===== config.mk =====
export PLATFORM = sky130hd
export DESIGN_NAME = uart_rx
export DESIGN_NICKNAME = d
export VERILOG_FILES = /design/src/rtl/uart_rx.sv
export SDC_FILE = /design/constraint.sdc
export NUM_CORES = 1
export LEC_CHECK = 0
export CORE_ASPECT_RATIO = 0.8
export CORE_MARGIN = 2
export CORE_UTILIZATION = 65
export DETAILED_ROUTE_END_ITERATION = 8
export PLACE_DENSITY = 0.85
export SETUP_SLACK_MARGIN = 0.3
export SYNTH_ARGS = -nofsm -noshare
export SYNTH_HDL_FRONTEND = slang
export SYNTH_SLANG_ARGS = --single-unit

===== constraint.sdc =====
create_clock -name clk -period 7.4 [get_ports clk]
set_clock_uncertainty 0.05 [all_clocks]
set_input_delay 1.48 -clock clk [delete_from_list [all_inputs] [get_ports clk]]
set_output_delay 1.48 -clock clk [all_outputs]
set_load 0.01 [all_outputs]

===== src/rtl/uart_rx.sv =====
// uart_rx: oversampling 8N1 receiver that packs DATA_WIDTH/8 bytes (LSB byte
// first) into one word and queues completed words in a first-word-fall-through
// FIFO.
//
// state | meaning
// IDLE  | line idle, waiting for a low level on the synchronized rx
// START | timing to mid start bit; a high level there is a glitch
// DATA  | sampling eight data bits at bit centre, LSB first
// STOP  | sampling the stop bit; high accepts the byte, low is a frame error
module uart_rx #(
  parameter int DATA_WIDTH = 32,
  parameter int FIFO_DEPTH = 4,
  parameter int NTICKS     = 16
) (
  input  logic                  clk,
  input  logic                  reset_n,
  input  logic                  rx,
  input  logic [10:0]           divisor,
  input  logic                  rden,
  output logic [DATA_WIDTH-1:0] r_data,
  output logic                  rx_empty,
  output logic                  rx_full,
  output logic                  frame_err,
  output logic                  overrun
);

  localparam int NBYTES = DATA_WIDTH / 8;
  localparam int BW     = (NBYTES > 1) ? $clog2(NBYTES) : 1;
  localparam int SW     = $clog2(NTICKS);
  localparam int AW     = $clog2(FIFO_DEPTH);
  localparam int CW     = AW + 1;

  localparam logic [SW-1:0] S_MID  = SW'(NTICKS / 2 - 1);
  localparam logic [SW-1:0] S_END  = SW'(NTICKS - 1);
  localparam logic [BW-1:0] K_LAST = BW'(NBYTES - 1);
  localparam logic [CW-1:0] C_FULL = CW'(FIFO_DEPTH);

  typedef enum logic [1:0] {IDLE, START, DATA, STOP} state_t;

  logic                  rx_meta;
  logic                  rx_sync;
  logic [10:0]           baud_cnt;
  logic                  tick;
  state_t                state;
  logic [SW-1:0]         s_cnt;
  logic [2:0]            n_cnt;
  logic [7:0]            byte_reg;
  logic [DATA_WIDTH-1:0] word_reg;
  logic [BW-1:0]         k_cnt;
  logic                  stop_sample;
  logic                  push;
  logic [DATA_WIDTH-1:0] push_word;

  logic [DATA_WIDTH-1:0] mem [FIFO_DEPTH];
  logic [AW-1:0]         wr_ptr;
  logic [AW-1:0]         rd_ptr;
  logic [CW-1:0]         count;
  logic                  do_pop;
  logic                  do_push;

  // Two-flop synchronizer; resets to the idle-high line level.
  always_ff @(posedge clk or negedge reset_n) begin
    if (!reset_n) begin
      rx_meta <= 1'b1;
      rx_sync <= 1'b1;
    end else begin
      rx_meta <= rx;
      rx_sync <= rx_meta;
    end
  end

  // Wrap on >= so that a divisor lowered mid-count cannot strand the counter.
  assign tick = (divisor != 11'd0) && (baud_cnt >= divisor - 11'd1);

  // Baud tick counter: one tick every divisor clocks, none when divisor is 0.
  always_ff @(posedge clk or negedge reset_n) begin
    if (!reset_n) begin
      baud_cnt <= '0;
    end else if (divisor == 11'd0 || tick) begin
      baud_cnt <= '0;
    end else begin
      baud_cnt <= baud_cnt + 11'd1;
    end
  end

  assign stop_sample = (state == STOP) && tick && (s_cnt == S_END);
  assign push        = stop_sample && rx_sync && (k_cnt == K_LAST);

  // Partial word with the just-finished byte dropped into its slot.
  always_comb begin
    push_word = word_reg;
    for (int b = 0; b < NBYTES; b++) begin
      if (k_cnt == BW'(b)) push_word[8*b +: 8] = byte_reg;
    end
  end

  // Receive FSM, byte assembly and the registered frame error pulse.
  always_ff @(posedge clk or negedge reset_n) begin
    if (!reset_n) begin
      state     <= IDLE;
      s_cnt     <= '0;
      n_cnt     <= '0;
      byte_reg  <= '0;
      word_reg  <= '0;
      k_cnt     <= '0;
      frame_err <= 1'b0;
    end else begin
      frame_err <= 1'b0;
      case (state)
        IDLE: begin
          if (!rx_sync) begin
            state <= START;
            s_cnt <= '0;
          end
        end
        START: begin
          if (tick) begin
            if (s_cnt == S_MID) begin
              s_cnt <= '0;
              if (!rx_sync) begin
                state <= DATA;
                n_cnt <= '0;
              end else begin
                state <= IDLE;
              end
            end else begin
              s_cnt <= s_cnt + 1'b1;
            end
          end
        end
        DATA: begin
          if (tick) begin
            if (s_cnt == S_END) begin
              s_cnt    <= '0;
              byte_reg <= {rx_sync, byte_reg[7:1]};
              if (n_cnt == 3'd7) state <= STOP;
              else n_cnt <= n_cnt + 3'd1;
            end else begin
              s_cnt <= s_cnt + 1'b1;
            end
          end
        end
        STOP: begin
          if (tick) begin
            if (s_cnt == S_END) begin
              s_cnt <= '0;
              state <= IDLE;
              if (rx_sync) begin
                if (k_cnt == K_LAST) begin
                  k_cnt    <= '0;
                  word_reg <= '0;
                end else begin
                  k_cnt    <= k_cnt + 1'b1;
                  word_reg <= push_word;
                end
              end else begin
                // A bad stop bit throws away the whole word in progress.
                frame_err <= 1'b1;
                k_cnt     <= '0;
                word_reg  <= '0;
              end
            end else begin
              s_cnt <= s_cnt + 1'b1;
            end
          end
        end
        default: state <= IDLE;
      endcase
    end
  end

  assign do_pop  = rden && (count != '0);
  // A pop in the same cycle frees the slot, so a full FIFO can still accept.
  assign do_push = push && ((count != C_FULL) || do_pop);

  // Word FIFO storage, pointers, occupancy and the registered overrun pulse.
  always_ff @(posedge clk or negedge reset_n) begin
    if (!reset_n) begin
      for (int i = 0; i < FIFO_DEPTH; i++) mem[i] <= '0;
      wr_ptr  <= '0;
      rd_ptr  <= '0;
      count   <= '0;
      overrun <= 1'b0;
    end else begin
      overrun <= push && !do_push;
      if (do_push) begin
        mem[wr_ptr] <= push_word;
        wr_ptr      <= wr_ptr + 1'b1;
      end
      if (do_pop) rd_ptr <= rd_ptr + 1'b1;
      case ({do_push, do_pop})
        2'b10:   count <= count + 1'b1;
        2'b01:   count <= count - 1'b1;
        default: count <= count;
      endcase
    end
  end

  assign r_data   = mem[rd_ptr];
  assign rx_empty = (count == '0);
  assign rx_full  = (count == C_FULL);

endmodule


* After elaboration in Yosys (flattened, before gate mapping)
Cells that the tools add are included.
** Word-level totals
- Register bits after elaboration :: 201
- Input port bits :: 15
- Output and inout bits :: 36
- Word-level logic and storage cells :: 126
** Cells by class
- Add/sub/neg operators :: 9
- Order comparisons :: 4
- Equality and inequality tests :: 24
- Multiplexer cells :: 43
- Bitwise gates (word level) :: 2
- Reductions and logical operators :: 26
** Operator list (number)
- $mux 32 :: 5
- $bwmux 128 :: 1
- $bmux 32 s2 :: 1
- $demux 32 s2 :: 1
- $mux 8 :: 4
- $mux 2 :: 11
- $mux 4 :: 5
- $mux 3 :: 6
- $ne 2x2->1 const B :: 9
- $pmux 3 s2 :: 2
- $pmux 4 s3 :: 1
- $add 11x1->11 const B :: 1
- $ge 11x11->1 :: 1
- $logic_not 11->1 :: 1
- $mux 11 :: 1
- $reduce_bool 11->1 :: 1
- $sub 11x1->11 const B :: 1
- $eq 2x2->1 const B :: 5
- $logic_and 1x1->1 :: 9
- $reduce_and 3->1 :: 3
- $pmux 2 s4 :: 1
- $reduce_and 8->1 :: 1
- $reduce_and 7->1 :: 1
- $add 2x1->2 const B :: 3
- other kinds (20) :: 33

* Logic depth before layout (Yosys ltp)
- Word-level depth :: 10
- Gate-level depth with buffers :: 18
- Depth with buffers taken out :: 17

* Worst setup path before layout
Ideal clock, no wire load.
- Path kind :: in2reg
- From :: input divisor[3]
- To :: register count[2]
- Data arrival time :: 5.250 ns
- Setup slack :: 2.020 ns
- Cell stages on the path :: 17
- Path buffers :: 1
- Cell sequence :: or4_4 > or3_1 > nor4_1 > xnor2_1 > ha_1 > nand2_1 > o21ai_0 > a41oi_2 > clkbuf_1 > a21oi_1 > nand4_1 > ha_1 > inv_1 > fa_1 > xor2_1 > nor2_1 > xor2_1
** On the way
- Word-level cells in the longest chain between the ends :: 10
- Elaborated cells on any way between the ends :: 13
- Classes of those cells :: add/sub (1); order compare (1); eq/ne (2); mux (1); reduce/logical (8)
** Ends and longest elaborated chain
- start, declared :: line 18 : input logic [10:0] divisor,
- $sub 11x1->11 :: line 73 : assign tick = (divisor != 11'd0) && (baud_cnt >= divisor - 11'd1);
- $ge 11x11->1 :: line 73
- $logic_and 1x1->1 (*) :: line 73
- $logic_and 1x1->1 (*) (2 in a row) :: line 86 : assign stop_sample = (state == STOP) && tick && (s_cnt == S_END);
- $logic_and 1x1->1 (*) (2 in a row) :: line 87 : assign push = stop_sample && rx_sync && (k_cnt == K_LAST);
- $logic_and 1x1->1 (*) :: line 174 : assign do_push = push && ((count != C_FULL) || do_pop);
- $eq 2x1->1 or $eq 2x2->1 (tied branches) :: line 191 : case ({do_push, do_pop})
- $pmux 3 s2 or $reduce_bool 2->1 (tied branches)
- end signal, assigned :: line 192 : 2'b10: count <= count + 1'b1;
- end signal, assigned :: line 193 : 2'b01: count <= count - 1'b1;
- end signal, assigned :: line 194 : default: count <= count;
- end, declared :: line 57 : logic [CW-1:0] count;
Mark *: on every way between the ends. The rest lies on a longest branch, timed or not.
A chain may end at the register's enable or synchronous reset.

* Final worst setup path
Ends and elaborated chain as after synthesis.

==> out/metrics.yaml <==
placed_design:
  dp_hpwl_um: 12600
  gp_congestion: 0.844
  port-buffer-count: 50
detailed_routing:
  num_vias: 5832
  initialDrtViolationCount: 499
  dr.pass1.iters: 5
  wl_per_cell_um: 21.0
  routed_via_density: 6.02
  drc: 0
  postRouteAntennaNets: 0
  wl_um: 20400
hold_path:
  hold_path.class: "reg2reg"
  min_path_cells: 0
grt:
  antenna_found_initial: 0
  gr-total-overflow: 0
  grtUsageTotal_pct: 26.0
  grt_first_pass_wirelength_um: 34000
  grt_busiest_layer: "met2"
  globalRouteMet1Util_pct: 39.4
  grt_pass1_vias: 6260
  met2_usage_pct: 39.8
  grt_max_degree: 132
  grtUsageMet3_pct: 4.22
die:
  fp.dieW_um: 145
  die_y_um: 117
  dieArea_um2: 16900
  initial_utilization_pct: 65.9
  ios: 51
  fp.coreArea_um2: 15600
  rows: 41
yosys:
  synthDistinctLibCells: 52
  synth_nets: 738
  synth_area_um2: 10300
  synth_warnings: 0
  avgSynthCellArea_um2: 14.8
  ys_seq_elements: 201
  ys_seq_area_share_pct: 48.8
  synth_edf_count: 0
  async_flop_share_pct: 100
  synth_top_flop_cell: "dfrtp_1"
  netlist_instances: 696
worst_setup_path:
  crit_required_ps: 7760
  criticalPathCategory: "in2reg"
  rrSetupSlack_ps: 3790
  start_kind: "input port"
  cp.arrival_ps: 5920
  crit_fanout: 10
  worstRegToRegCells: 12
  critPathCaptureType: "flip-flop"
clocking:
  ctsResizeCount: 0
  h-tree-depth: 1
  cts_hold_buf: 0
  clockBufferDepth: 3
  root_buffer: "clkbuf_16"
  insertion_delay_ps: 500
  cts_inserted_buffers: 21
  cts.sinks: 201
  clk_pin_slew_ps: 60
  post-cts-setup-buffers: 0
  cts_tree: "built"
sta:
  drv_slew: 0
  slew_headroom_pct: 31.7
  rsz0062_at_grt: "no"
  finalSetupTns_ps: 0
  period_minus_slack_ps: 5550
  finalHoldViolations: 0
  setup_viol: 0
  fmax_mhz: 180
  worst_pin_slew_ps: 1010
  final.period_utilization_pct: 75.0
finish:
  diodes: 0
  nNetsFinal: 783
  fillerInstances: 955
  largest_reg_flops: 128
  drive_gt1_share_pct: 36.1
  syn2layout_area_growth_pct: 12.8
  fin_util_pct: 74.3
flow_run:
  maxCapViolCount: 0
power_and_ir_drop:
  ir_drop_uv: 195
  power_per_cell_area_nw_per_um2: 230
  p_leak_uw: 0.00533
run_status:
  status: "completed"
[layer usage]
metal / vias up / routed length [um] / share of wire (%)
met2: 160 / 9370 / 46
met5: - / 0 / 0
met4: 0 / 466 / 2.3
met3: 36 / 965 / 4.7
li1: 2606 / - / -
met1: 3030 / 9550 / 47
[path summary, 6_finish.rpt]
check                       startpoint          end
setup reg to reg           baud_cnt[6]     count[2]
hold reg to reg                rx_meta      rx_sync
max in group asynchronous      reset_n    rd_ptr[0]
hold / removal                 rx_meta      rx_sync
min in group asynchronous      reset_n  baud_cnt[4]
setup / recovery            divisor[3]     count[2]
[cells in the final DEF (no fill, tap or decap), types with 3 or more instances in the layout]
cell	count
xnor2_1	16
mux2_1	15
mux2_4	120
mux2_2	61
a211oi_4	4
clkbuf_16	21
nand4_1	6
clkdlybuf4s50_1	49
inv_1	13
clkbuf_8	5
mux4_2	32
nand2_1	16
buf_4	11
xor2_1	9
a21boi_0	8
dfrtp_1	198
a21oi_1	10
nand3_1	13
clkinv_2	4
ha_1	26
nor3_1	7
and4_1	3
nor2_1	22
nor2b_1	29
and3_1	4
mux2i_1	4
o21ai_0	5
[cell type report]
| class | count | area, um2 | share of cell area [%] |
|---|---|---|---|
| clock buffer | 27 | 588 | 5.06 |
| clock inverter | 9 | 105 | 0.904 |
| inverter | 13 | 48.8 | 0.420 |
| multi-input combinational | 443 | 4990 | 42.9 |
| sequential | 201 | 5030 | 43.3 |
| tap | 215 | 269 | 2.31 |
| timing repair buffer | 61 | 587 | 5.05 |
[critical path: stages]
cell	delay, ps
clkdlybuf4s50_1	480
or4_4	600
or3_1	340
nor4_1	270
xnor2_1	170
ha_1	240
nand2_1	80
o21ai_0	120
a41oi_2	650
a21oi_1	220
nand4_1	180
ha_1	200
inv_1	60
fa_1	380
xor2_1	150
nor2_1	120
xor2_1	180
[synthesized netlist by cell type (9+ instances only)]
cell,count,area [um2]
xor2_1,9,78.8
nand3_1,13,65.1
mux2_1,15,169
a21oi_1,10,50.1
dfrtp_1,199,4980
mux2_2,61,687
xnor2_1,16,140
nand2_1,16,60.1
mux4_2,32,721
mux2_4,120,1800
nor2_1,22,82.6
inv_1,13,48.8
ha_1,26,325
clkbuf_1,20,75.1
buf_6,12,135
nor2b_1,29,181
[cell families (layout without fill, tap and decap cells)]
kind of cell	count (synthesis)	in the layout	synth area share, %
flip-flops	201	201	48.8
AO/OA/AOI/OAI	40	40	3.18
AND/OR/NAND/NOR	119	119	6.53
buffers and inverters	52	110	2.83
multiplexers	232	232	33.2
XOR/XNOR	25	25	2.12
adder cells (fa/ha/maj)	27	27	3.35
[stage by stage]
step	instances	power, uW	setup WS, ps	hold WS [ps]	cell area (um2)
after global routing	969	2800	1560	310	11600
after floorplan	696	1510	2020	295	10300
after CTS	969	2700	1860	309	11600
after detailed placement	933	1650	1370	300	10900
after global placement	933	1620	1560	296	10900
final	969	2680	1850	308	11600
[report_power, final]
| part | internal [uW] | switching (uW) |
|---|---|---|
| Combinational | 176 | 207 |
| Clock | 631 | 420 |
| Sequential | 1150 | 95.2 |
Note: power is estimated with default switching activity, not from simulation.
